<file path="src/rtl/exe_mem_register_pkg.sv">
// Shared definitions for the EXE/MEM pipeline register: default widths,
// the link register index and the memory-wait FSM encoding.
package exe_mem_register_pkg;

    localparam int DATA_W_DEFAULT = 32;
    localparam int REG_AW_DEFAULT = 5;
    localparam int REG_RA         = 31;

    typedef enum logic {
        RUN      = 1'b0,
        MEM_WAIT = 1'b1
    } wait_state_e;

endpackage

</file>
<file path="src/rtl/exe_mem_wait_fsm.sv">
// Tracks an outstanding data-memory access held in the EXE/MEM register and
// raises a same-cycle freeze request while the memory has not completed it.
module exe_mem_wait_fsm
    import exe_mem_register_pkg::*;
(
    input  logic clk,
    input  logic reset,
    input  logic in_valid,
    input  logic in_mem_read,
    input  logic in_mem_write,
    input  logic mem_ready,
    output logic out_mem_busy,
    output logic out_mem_stall
);

    wait_state_e r_state;
    logic        w_mem_busy;

    // Bubbles never stall, whatever mem_ready does.
    assign w_mem_busy    = in_valid & (in_mem_read | in_mem_write) & ~mem_ready;
    assign out_mem_busy  = w_mem_busy;
    assign out_mem_stall = w_mem_busy;

    always_ff @(posedge clk) begin
        if (reset) begin
            r_state <= RUN;
        end else begin
            case (r_state)
                RUN:      if (w_mem_busy) r_state <= MEM_WAIT;
                MEM_WAIT: if (mem_ready)  r_state <= RUN;
                default:  r_state <= RUN;
            endcase
        end
    end

endmodule

</file>
<file path="src/rtl/exe_mem_register.sv">
// EXE/MEM pipeline register: selects ALU result or link value, holds while
// memory is busy or the hazard unit stalls, and loads bubbles on flush.
module exe_mem_register
    import exe_mem_register_pkg::*;
#(
    parameter int DATA_W = DATA_W_DEFAULT,
    parameter int REG_AW = REG_AW_DEFAULT
) (
    input  logic              clk,
    input  logic              reset,
    input  logic [DATA_W-1:0] in_alu_result,
    input  logic [DATA_W-1:0] in_store_data,
    input  logic [DATA_W-1:0] in_pc_plus8,
    input  logic [REG_AW-1:0] in_dest_addr,
    input  logic              in_reg_write,
    input  logic              in_mem_read,
    input  logic              in_mem_write,
    input  logic              in_mem_to_reg,
    input  logic              in_link,
    input  logic              in_stall,
    input  logic              in_flush,
    input  logic              mem_ready,
    output logic [DATA_W-1:0] out_result,
    output logic [DATA_W-1:0] out_store_data,
    output logic [REG_AW-1:0] out_dest_addr,
    output logic              out_reg_write,
    output logic              out_mem_read,
    output logic              out_mem_write,
    output logic              out_mem_to_reg,
    output logic              out_valid,
    output logic              out_mem_stall
);

    logic [DATA_W-1:0] r_result;
    logic [DATA_W-1:0] r_store_data;
    logic [REG_AW-1:0] r_dest_addr;
    logic              r_reg_write;
    logic              r_mem_read;
    logic              r_mem_write;
    logic              r_mem_to_reg;
    logic              r_valid;

    logic              w_mem_busy;
    logic [DATA_W-1:0] w_result;
    logic              w_reg_write;

    assign w_result    = in_link ? in_pc_plus8 : in_alu_result;
    // Writes to $zero are dropped here so later stages never forward them.
    assign w_reg_write = in_reg_write & (in_dest_addr != '0);

    exe_mem_wait_fsm u_wait_fsm (
        .clk          (clk),
        .reset        (reset),
        .in_valid     (r_valid),
        .in_mem_read  (r_mem_read),
        .in_mem_write (r_mem_write),
        .mem_ready    (mem_ready),
        .out_mem_busy (w_mem_busy),
        .out_mem_stall(out_mem_stall)
    );

    // NOTE: every branch either assigns all registers or none; the empty
    // hold branches rely on flop feedback, which is safe in always_ff.
    always_ff @(posedge clk) begin
        if (reset) begin
            r_result     <= '0;
            r_store_data <= '0;
            r_dest_addr  <= '0;
            r_reg_write  <= 1'b0;
            r_mem_read   <= 1'b0;
            r_mem_write  <= 1'b0;
            r_mem_to_reg <= 1'b0;
            r_valid      <= 1'b0;
        end else if (w_mem_busy) begin
            // In-flight access wins over flush; upstream re-presents it.
        end else if (in_flush) begin
            r_result     <= '0;
            r_store_data <= '0;
            r_dest_addr  <= '0;
            r_reg_write  <= 1'b0;
            r_mem_read   <= 1'b0;
            r_mem_write  <= 1'b0;
            r_mem_to_reg <= 1'b0;
            r_valid      <= 1'b0;
        end else if (!in_stall) begin
            r_result     <= w_result;
            r_store_data <= in_store_data;
            r_dest_addr  <= in_dest_addr;
            r_reg_write  <= w_reg_write;
            r_mem_read   <= in_mem_read;
            r_mem_write  <= in_mem_write;
            r_mem_to_reg <= in_mem_to_reg;
            r_valid      <= 1'b1;
        end
    end

    assign out_result     = r_result;
    assign out_store_data = r_store_data;
    assign out_dest_addr  = r_dest_addr;
    assign out_reg_write  = r_reg_write;
    assign out_mem_read   = r_mem_read;
    assign out_mem_write  = r_mem_write;
    assign out_mem_to_reg = r_mem_to_reg;
    assign out_valid      = r_valid;

endmodule

</file>
<file path="config.mk">
export PLATFORM = sky130hd
export DESIGN_NAME = exe_mem_register
export DESIGN_NICKNAME = d
export VERILOG_FILES = /design/src/rtl/exe_mem_register_pkg.sv /design/src/rtl/exe_mem_wait_fsm.sv /design/src/rtl/exe_mem_register.sv
export SDC_FILE = /design/constraint.sdc
export NUM_CORES = 1
export LEC_CHECK = 0
export BUFFER_PORTS_ARGS = -buffer_cell sky130_fd_sc_hd__buf_4
export CORE_MARGIN = 4
export CORE_UTILIZATION = 40
export DETAILED_ROUTE_END_ITERATION = 6
export GPL_TIMING_DRIVEN = 1
export PLACE_DENSITY = 0.83
export SYNTH_ARGS = -nofsm -noshare
export SYNTH_HDL_FRONTEND = slang
export SYNTH_SLANG_ARGS = --single-unit
export TNS_END_PERCENT = 50
</file>
<file path="constraint.sdc">
create_clock -name clk -period 1.25 [get_ports clk]
set_input_delay 0.125 -clock clk [delete_from_list [all_inputs] [get_ports clk]]
set_output_delay 0.125 -clock clk [all_outputs]
set_load 0.01 [all_outputs]
</file>
==> impl_metrics.yaml, run 1 <==
outcome:
  outcome: "finished, violations left"
  violations: "setup timing"
route:
  dr.pass1.iters: 4
  drc: 0
  wire_per_inst_um: 15.21
  antenna_left: 0
  avgViaCountPerCell: 5.006
  vias: 3334
  drt_iter0_drc: 127
  wirelength_um: 10130
yosys:
  synth.distinct_cells: 20
  synthesis.nets: 484
  syn_area_um2: 3229
  yosys_warnings: 0
  synth-seq-cells: 74
  yosysSeqAreaShare: 0.4587
  syn_avg_cell_area_um2: 8.658
  syn-instance-count: 373
clocking:
  cts_tree: "yes"
  root_buffer: "clkbuf_8"
  clockBufferDepth: 2
  clk_pin_slew_worst_paths_ps: 80
  clock-sinks: 74
  cts_hold_buf: 0
  numCtsBuffers: 9
  h-tree-depth: 3
  clk_latency_ps: 330
floorplanning:
  core_area_um2: 7807
  die_w_um: 97.85
  die_area_um2: 9575
  die_h_um: 97.85
  rows: 32
  io-pin-count: 186
  start_util: 0.4136
sta:
  setup-violations-final: 75
  slew_headroom: 0.6514
  skew_ps: 7.691
  finalHoldViolCount: 0
  rsz0062_at_grt: "yes"
  drv_slew: 0
  period_share: 1.137
  setup_tns_ps: -9159
  final.setup.worst_slack_ps: -171.8
  min_period_ps: 1422
  timing.fmax_mhz: 703.4
  worst_slew_pin_slew_ps: 522.9
pwr:
  combPwrFrac: 0.186
  p_per_area_nw_per_um2: 1170
  p_total_w: 0.006089
  p_leak_nw: 2.332
  p_sw_frac: 0.2281
  seqPwrFrac: 0.417
  clock_power_share: 0.397
  vdd_drop_max_mv: 0.6928
  internal_power_w: 0.004700
  p_sw_w: 0.001389
critical_path:
  crit_family: "compound AO/OA/AOI/OAI gates"
  start_kind: "flip-flop"
  required_ps: 1450
  crit_chain: "nor2_4 > buf_6 > o32a_4 > clkbuf_16 > nand3b_1 > a21oi_1"
  cpMaxStageDelayCell: "o32a_4"
  end_kind: "flip-flop"
  critPathMaxFanout: 8
  worstPathArrival_ps: 1630
  crit_type: "flip-flop to flip-flop"
  cpPeakStageDelay_ps: 420
  crit_buf_inv: 2
finish:
  drive_gt1_frac: 0.4220
  nNetsFinal: 670
  regArea_um2: 1485
  nFillCells: 673
  multi_input_area_um2: 1583
  areaGrowthSynthToFinish_pct: 61.10
  diodes: 0
place:
  gp_congestion: 0.7804
  io_buffers: 185
  post-dp-hpwl_um: 6952
grt:
  grt_overflow: 0
  antenna_found_initial: 0
  grt_pass1_vias: 3278
  gr-usage-all-layers: 0.1855
  grt_first_pass_wirelength_um: 14860
  grt_max_degree: 75
flow_run:
  max-cap-violations: 0
min_path:
  hold_path_class: "primary input to flip-flop"
## logic make-up (layout without fill, tap and decap cells)
kind of cell,Yosys count,after routing,share of synthesized area
AOI/OAI and AO/OA,76,76,0.1271
buffers and inverters,38,229,0.06121
DFF,74,74,0.4587
muxes,32,32,0.09919
and+or+nand+nor,153,153,0.2538
## cell type report
| cell class | instances | share of cell area |
|---|---|---|
| Timing Repair Buffer | 211 | 0.3331 |
| Tap cell | 102 | 0.02453 |
| Sequential cell | 74 | 0.2855 |
| Clock buffer | 11 | 0.02718 |
| Clock inverter | 5 | 0.02405 |
| Inverter | 2 | 0.001443 |
| Multi-Input combinational cell | 261 | 0.3042 |
## cells in the mapped netlist
cell,number,share of area
nand2_1,74,0.086
inv_1,1,0.0012
nor2_1,3,0.0035
nand4b_1,1,0.0027
or3_1,32,0.062
clkbuf_4,3,0.0070
o32ai_4,1,0.0085
a21oi_1,73,0.11
buf_4,8,0.019
buf_6,1,0.0035
clkbuf_1,19,0.022
mux2i_1,32,0.099
nor2_4,1,0.0035
buf_2,5,0.0077
nor3_1,2,0.0031
nand3b_1,40,0.093
inv_2,1,0.0012
a211oi_1,1,0.0023
dfxtp_1,74,0.46
o32a_1,1,0.0031
## power groups by stage
stage / clock (W) / combinational, W / sequential (W)
2_1_floorplan: 0 / 0.000432 / 0.00264
3_3_place_gp: 0 / 0.00101 / 0.00259
3_5_place_dp: 0 / 0.00104 / 0.00259
4_1_cts: 0.00248 / 0.00105 / 0.00254
5_1_grt: 0.00259 / 0.00122 / 0.00255
6_report: 0.00242 / 0.00113 / 0.00254
## repair_timing
item,4_1_cts,5_1_grt
pin swaps,64,34
setup endpoints to repair,74,75
gates cloned,0,6
resized for setup,5,13
setup buffers,0,2
## worst paths after layout
kind | start | end | slack, ps | depth (start not counted)
worst max-delay path | out_mem_read | out_store_data[11] | -170 | 6
worst min-delay path | in_store_data[2] | out_store_data[2] | 60 | 3
worst max register to register | out_mem_read | out_store_data[11] | -170 | 6
worst min register to register | out_result[0] | out_result[0] | 450 | 2
## cell usage in the layout (no fill, tap or decap), types with 2 or more instances in the layout
| master | count |
|---|---|
| nor2_1 | 2 |
| buf_4 | 195 |
| buf_12 | 5 |
| nand3b_1 | 40 |
| clkbuf_8 | 10 |
| a21oi_1 | 71 |
| dfxtp_2 | 3 |
| clkbuf_16 | 3 |
| dfxtp_1 | 71 |
| bufinv_16 | 4 |
| mux2i_1 | 32 |
| or3_1 | 32 |
| nand2_1 | 74 |
| a21oi_2 | 2 |
| buf_6 | 7 |
## tightest hold or removal path: stages
cell and delay [ps]:
buf_4 110, nand3b_1 60, a21oi_1 60
## layer usage
metal	track usage	vias to the layer above	wire length [um]
li1	-	1654	-
met4	0.07668	0	255
met2	0.3236	135	5039
met3	0.04929	23	729
met5	0	-	0
met1	0.2142	1522	4105
## stage by stage
| stage | worst slack (ps) | instance area, um^2 | util | hold WS [ps] | instances |
|---|---|---|---|---|---|
| after floorplan | -10.87 | 3271 | - | 281.7 | 373 |
| after global placement | -98.29 | 4757 | 0.6093 | 407.6 | 643 |
| after detailed placement | -157.3 | 4757 | 0.6093 | 410.6 | 643 |
| after CTS | -141.4 | 5042 | 0.6458 | 47.33 | 659 |
| after global routing | -227.0 | 5202 | 0.6663 | 54.64 | 666 |
| final | -171.8 | 5202 | 0.6663 | 60.40 | 666 |
Power figures use the tool's default switching activity.
==> run 2: changes to the inputs <==
--- a/config.mk
+++ b/config.mk
@@ -6,6 +6,7 @@
 export NUM_CORES = 1
 export LEC_CHECK = 0
 export BUFFER_PORTS_ARGS = -buffer_cell sky130_fd_sc_hd__buf_4
+export CORE_ASPECT_RATIO = 1.75
 export CORE_MARGIN = 4
 export CORE_UTILIZATION = 40
 export DETAILED_ROUTE_END_ITERATION = 6
==> impl_metrics.yaml, run 2 (synthesis results as in run 1) <==
route:
  antenna_left: 0
  wire_per_inst_um: 15.91
  drt_iter0_drc: 117
  wirelength_um: 10410
  drc: 0
  avgViaCountPerCell: 5.220
  vias: 3414
  dr.pass1.iters: 4
clocking:
  clk_latency_ps: 330
  clock-sinks: 74
  h-tree-depth: 3
  clockBufferDepth: 2
  numCtsBuffers: 9
  cts_tree: "yes"
  cts_hold_buf: 0
  clk_pin_slew_worst_paths_ps: 50
  root_buffer: "clkbuf_16"
critical_path:
  critPathMaxFanout: 19
  end_kind: "flip-flop"
  required_ps: 1510
  start_kind: "flip-flop"
  worstPathArrival_ps: 1710
  crit_type: "flip-flop to flip-flop"
pwr:
  p_leak_nw: 2.376
  p_per_area_nw_per_um2: 1118
  vdd_drop_max_mv: 0.7149
  p_total_w: 0.005953
place:
  placed_cell_area_um2: 4755
  post-dp-hpwl_um: 7386
  io_buffers: 185
  gp_congestion: 0.7768
  dp.cells: 631
sta:
  rsz0062_at_grt: "yes"
  period_share: 1.159
  worst_slew_pin_slew_ps: 516.4
  slew_headroom: 0.6557
  min_period_ps: 1449
  timing.fmax_mhz: 690.3
  final.setup.worst_slack_ps: -198.7
  skew_ps: 5.961
  finalHoldViolCount: 0
  setup-violations-final: 75
  drv_slew: 0
floorplanning:
  die_area_um2: 9631
  io-pin-count: 186
  start_util: 0.4083
  die_h_um: 126.9
  core_area_um2: 7909
  die_w_um: 75.92
  rows: 43
outcome:
  violations: "setup timing"
  outcome: "finished, violations left"
grt:
  grt_overflow: 0
  grt_max_degree: 41
  grt_first_pass_wirelength_um: 15380
  antenna_found_initial: 0
  grt_pass1_vias: 3266
  gr-usage-all-layers: 0.1952
finish:
  areaGrowthSynthToFinish_pct: 64.82
  layout_commonest_cell: "buf_4"
  fin_cells: 654
  fin_area_um2: 5323
  diodes: 0
  utilization: 0.6730
  nNetsFinal: 671
  final_cell_mix: "buf_4 (195), dfxtp_1 (71), nand2_1 (67)"
  drive_gt1_frac: 0.4681
min_path:
  hold_path_class: "primary input to flip-flop"
flow_run:
  max-cap-violations: 0
==> run 2: final cells by class <==
type                       instances  area, um^2
multi-input combinational        261        1690
inverter                           2       7.507
tap                               90       112.6
fill                             646        2586
timing repair buffer             212        1774
sequential                        74        1485
clock buffer                      11       232.7
clock inverter                     4       20.02
==> run 2: stage by stage <==
stage | TNS [ps] | hold slack (ps) | setup WS, ps
2_1_floorplan | -499.1 | 281.7 | -10.87
4_1_cts | -8139 | 66.38 | -178.2
3_3_place_gp | -4750 | 407.2 | -101.3
3_5_place_dp | -7614 | 413.4 | -171.6
6_report | -9066 | 75.96 | -198.7
5_1_grt | -13390 | 77.63 | -268.6
==> run 2: final timing paths <==
| path | startpoint | depth (start not counted) | to | slack (ps) |
|---|---|---|---|---|
| setup / recovery | out_mem_write | 6 | out_result[27] | -200 |
| hold / removal | in_store_data[28] | 3 | out_store_data[28] | 80 |
| setup reg to reg | out_mem_write | 6 | out_result[27] | -200 |
| hold reg to reg | out_store_data[28] | 2 | out_store_data[28] | 450 |
==> run 2: critical path: stages, from the launching register on <==
cell and delay, ps:
dfxtp_2 330, nor2_4 140, o32ai_4 110, buf_12 160, buf_16 150, or3_1 340
a21oi_1 140
==> run 2: metal layers <==
metal / vias up / global-route usage / wire length, um
met5: - / 0 / 0
met4: 0 / 0.08491 / 287
met3: 26 / 0.05895 / 624
met2: 131 / 0.3551 / 5795
met1: 1596 / 0.2029 / 3698
li1: 1661 / - / -
==> run 2: what timing repair did <==
action | 4_1_cts | 5_1_grt
buffers inserted | 0 | 5
setup endpoints to repair | 75 | 75
pin swaps | 54 | 44
gates resized for setup | 11 | 34
gates cloned | 0 | 3
==> run 2: report_power, final <==
group / total (W) / internal [W] / switching, W
registers: 0.00254 / 0.00248 / 0.0000660
clock network: 0.00223 / 0.00132 / 0.000909
logic: 0.00118 / 0.000677 / 0.000505
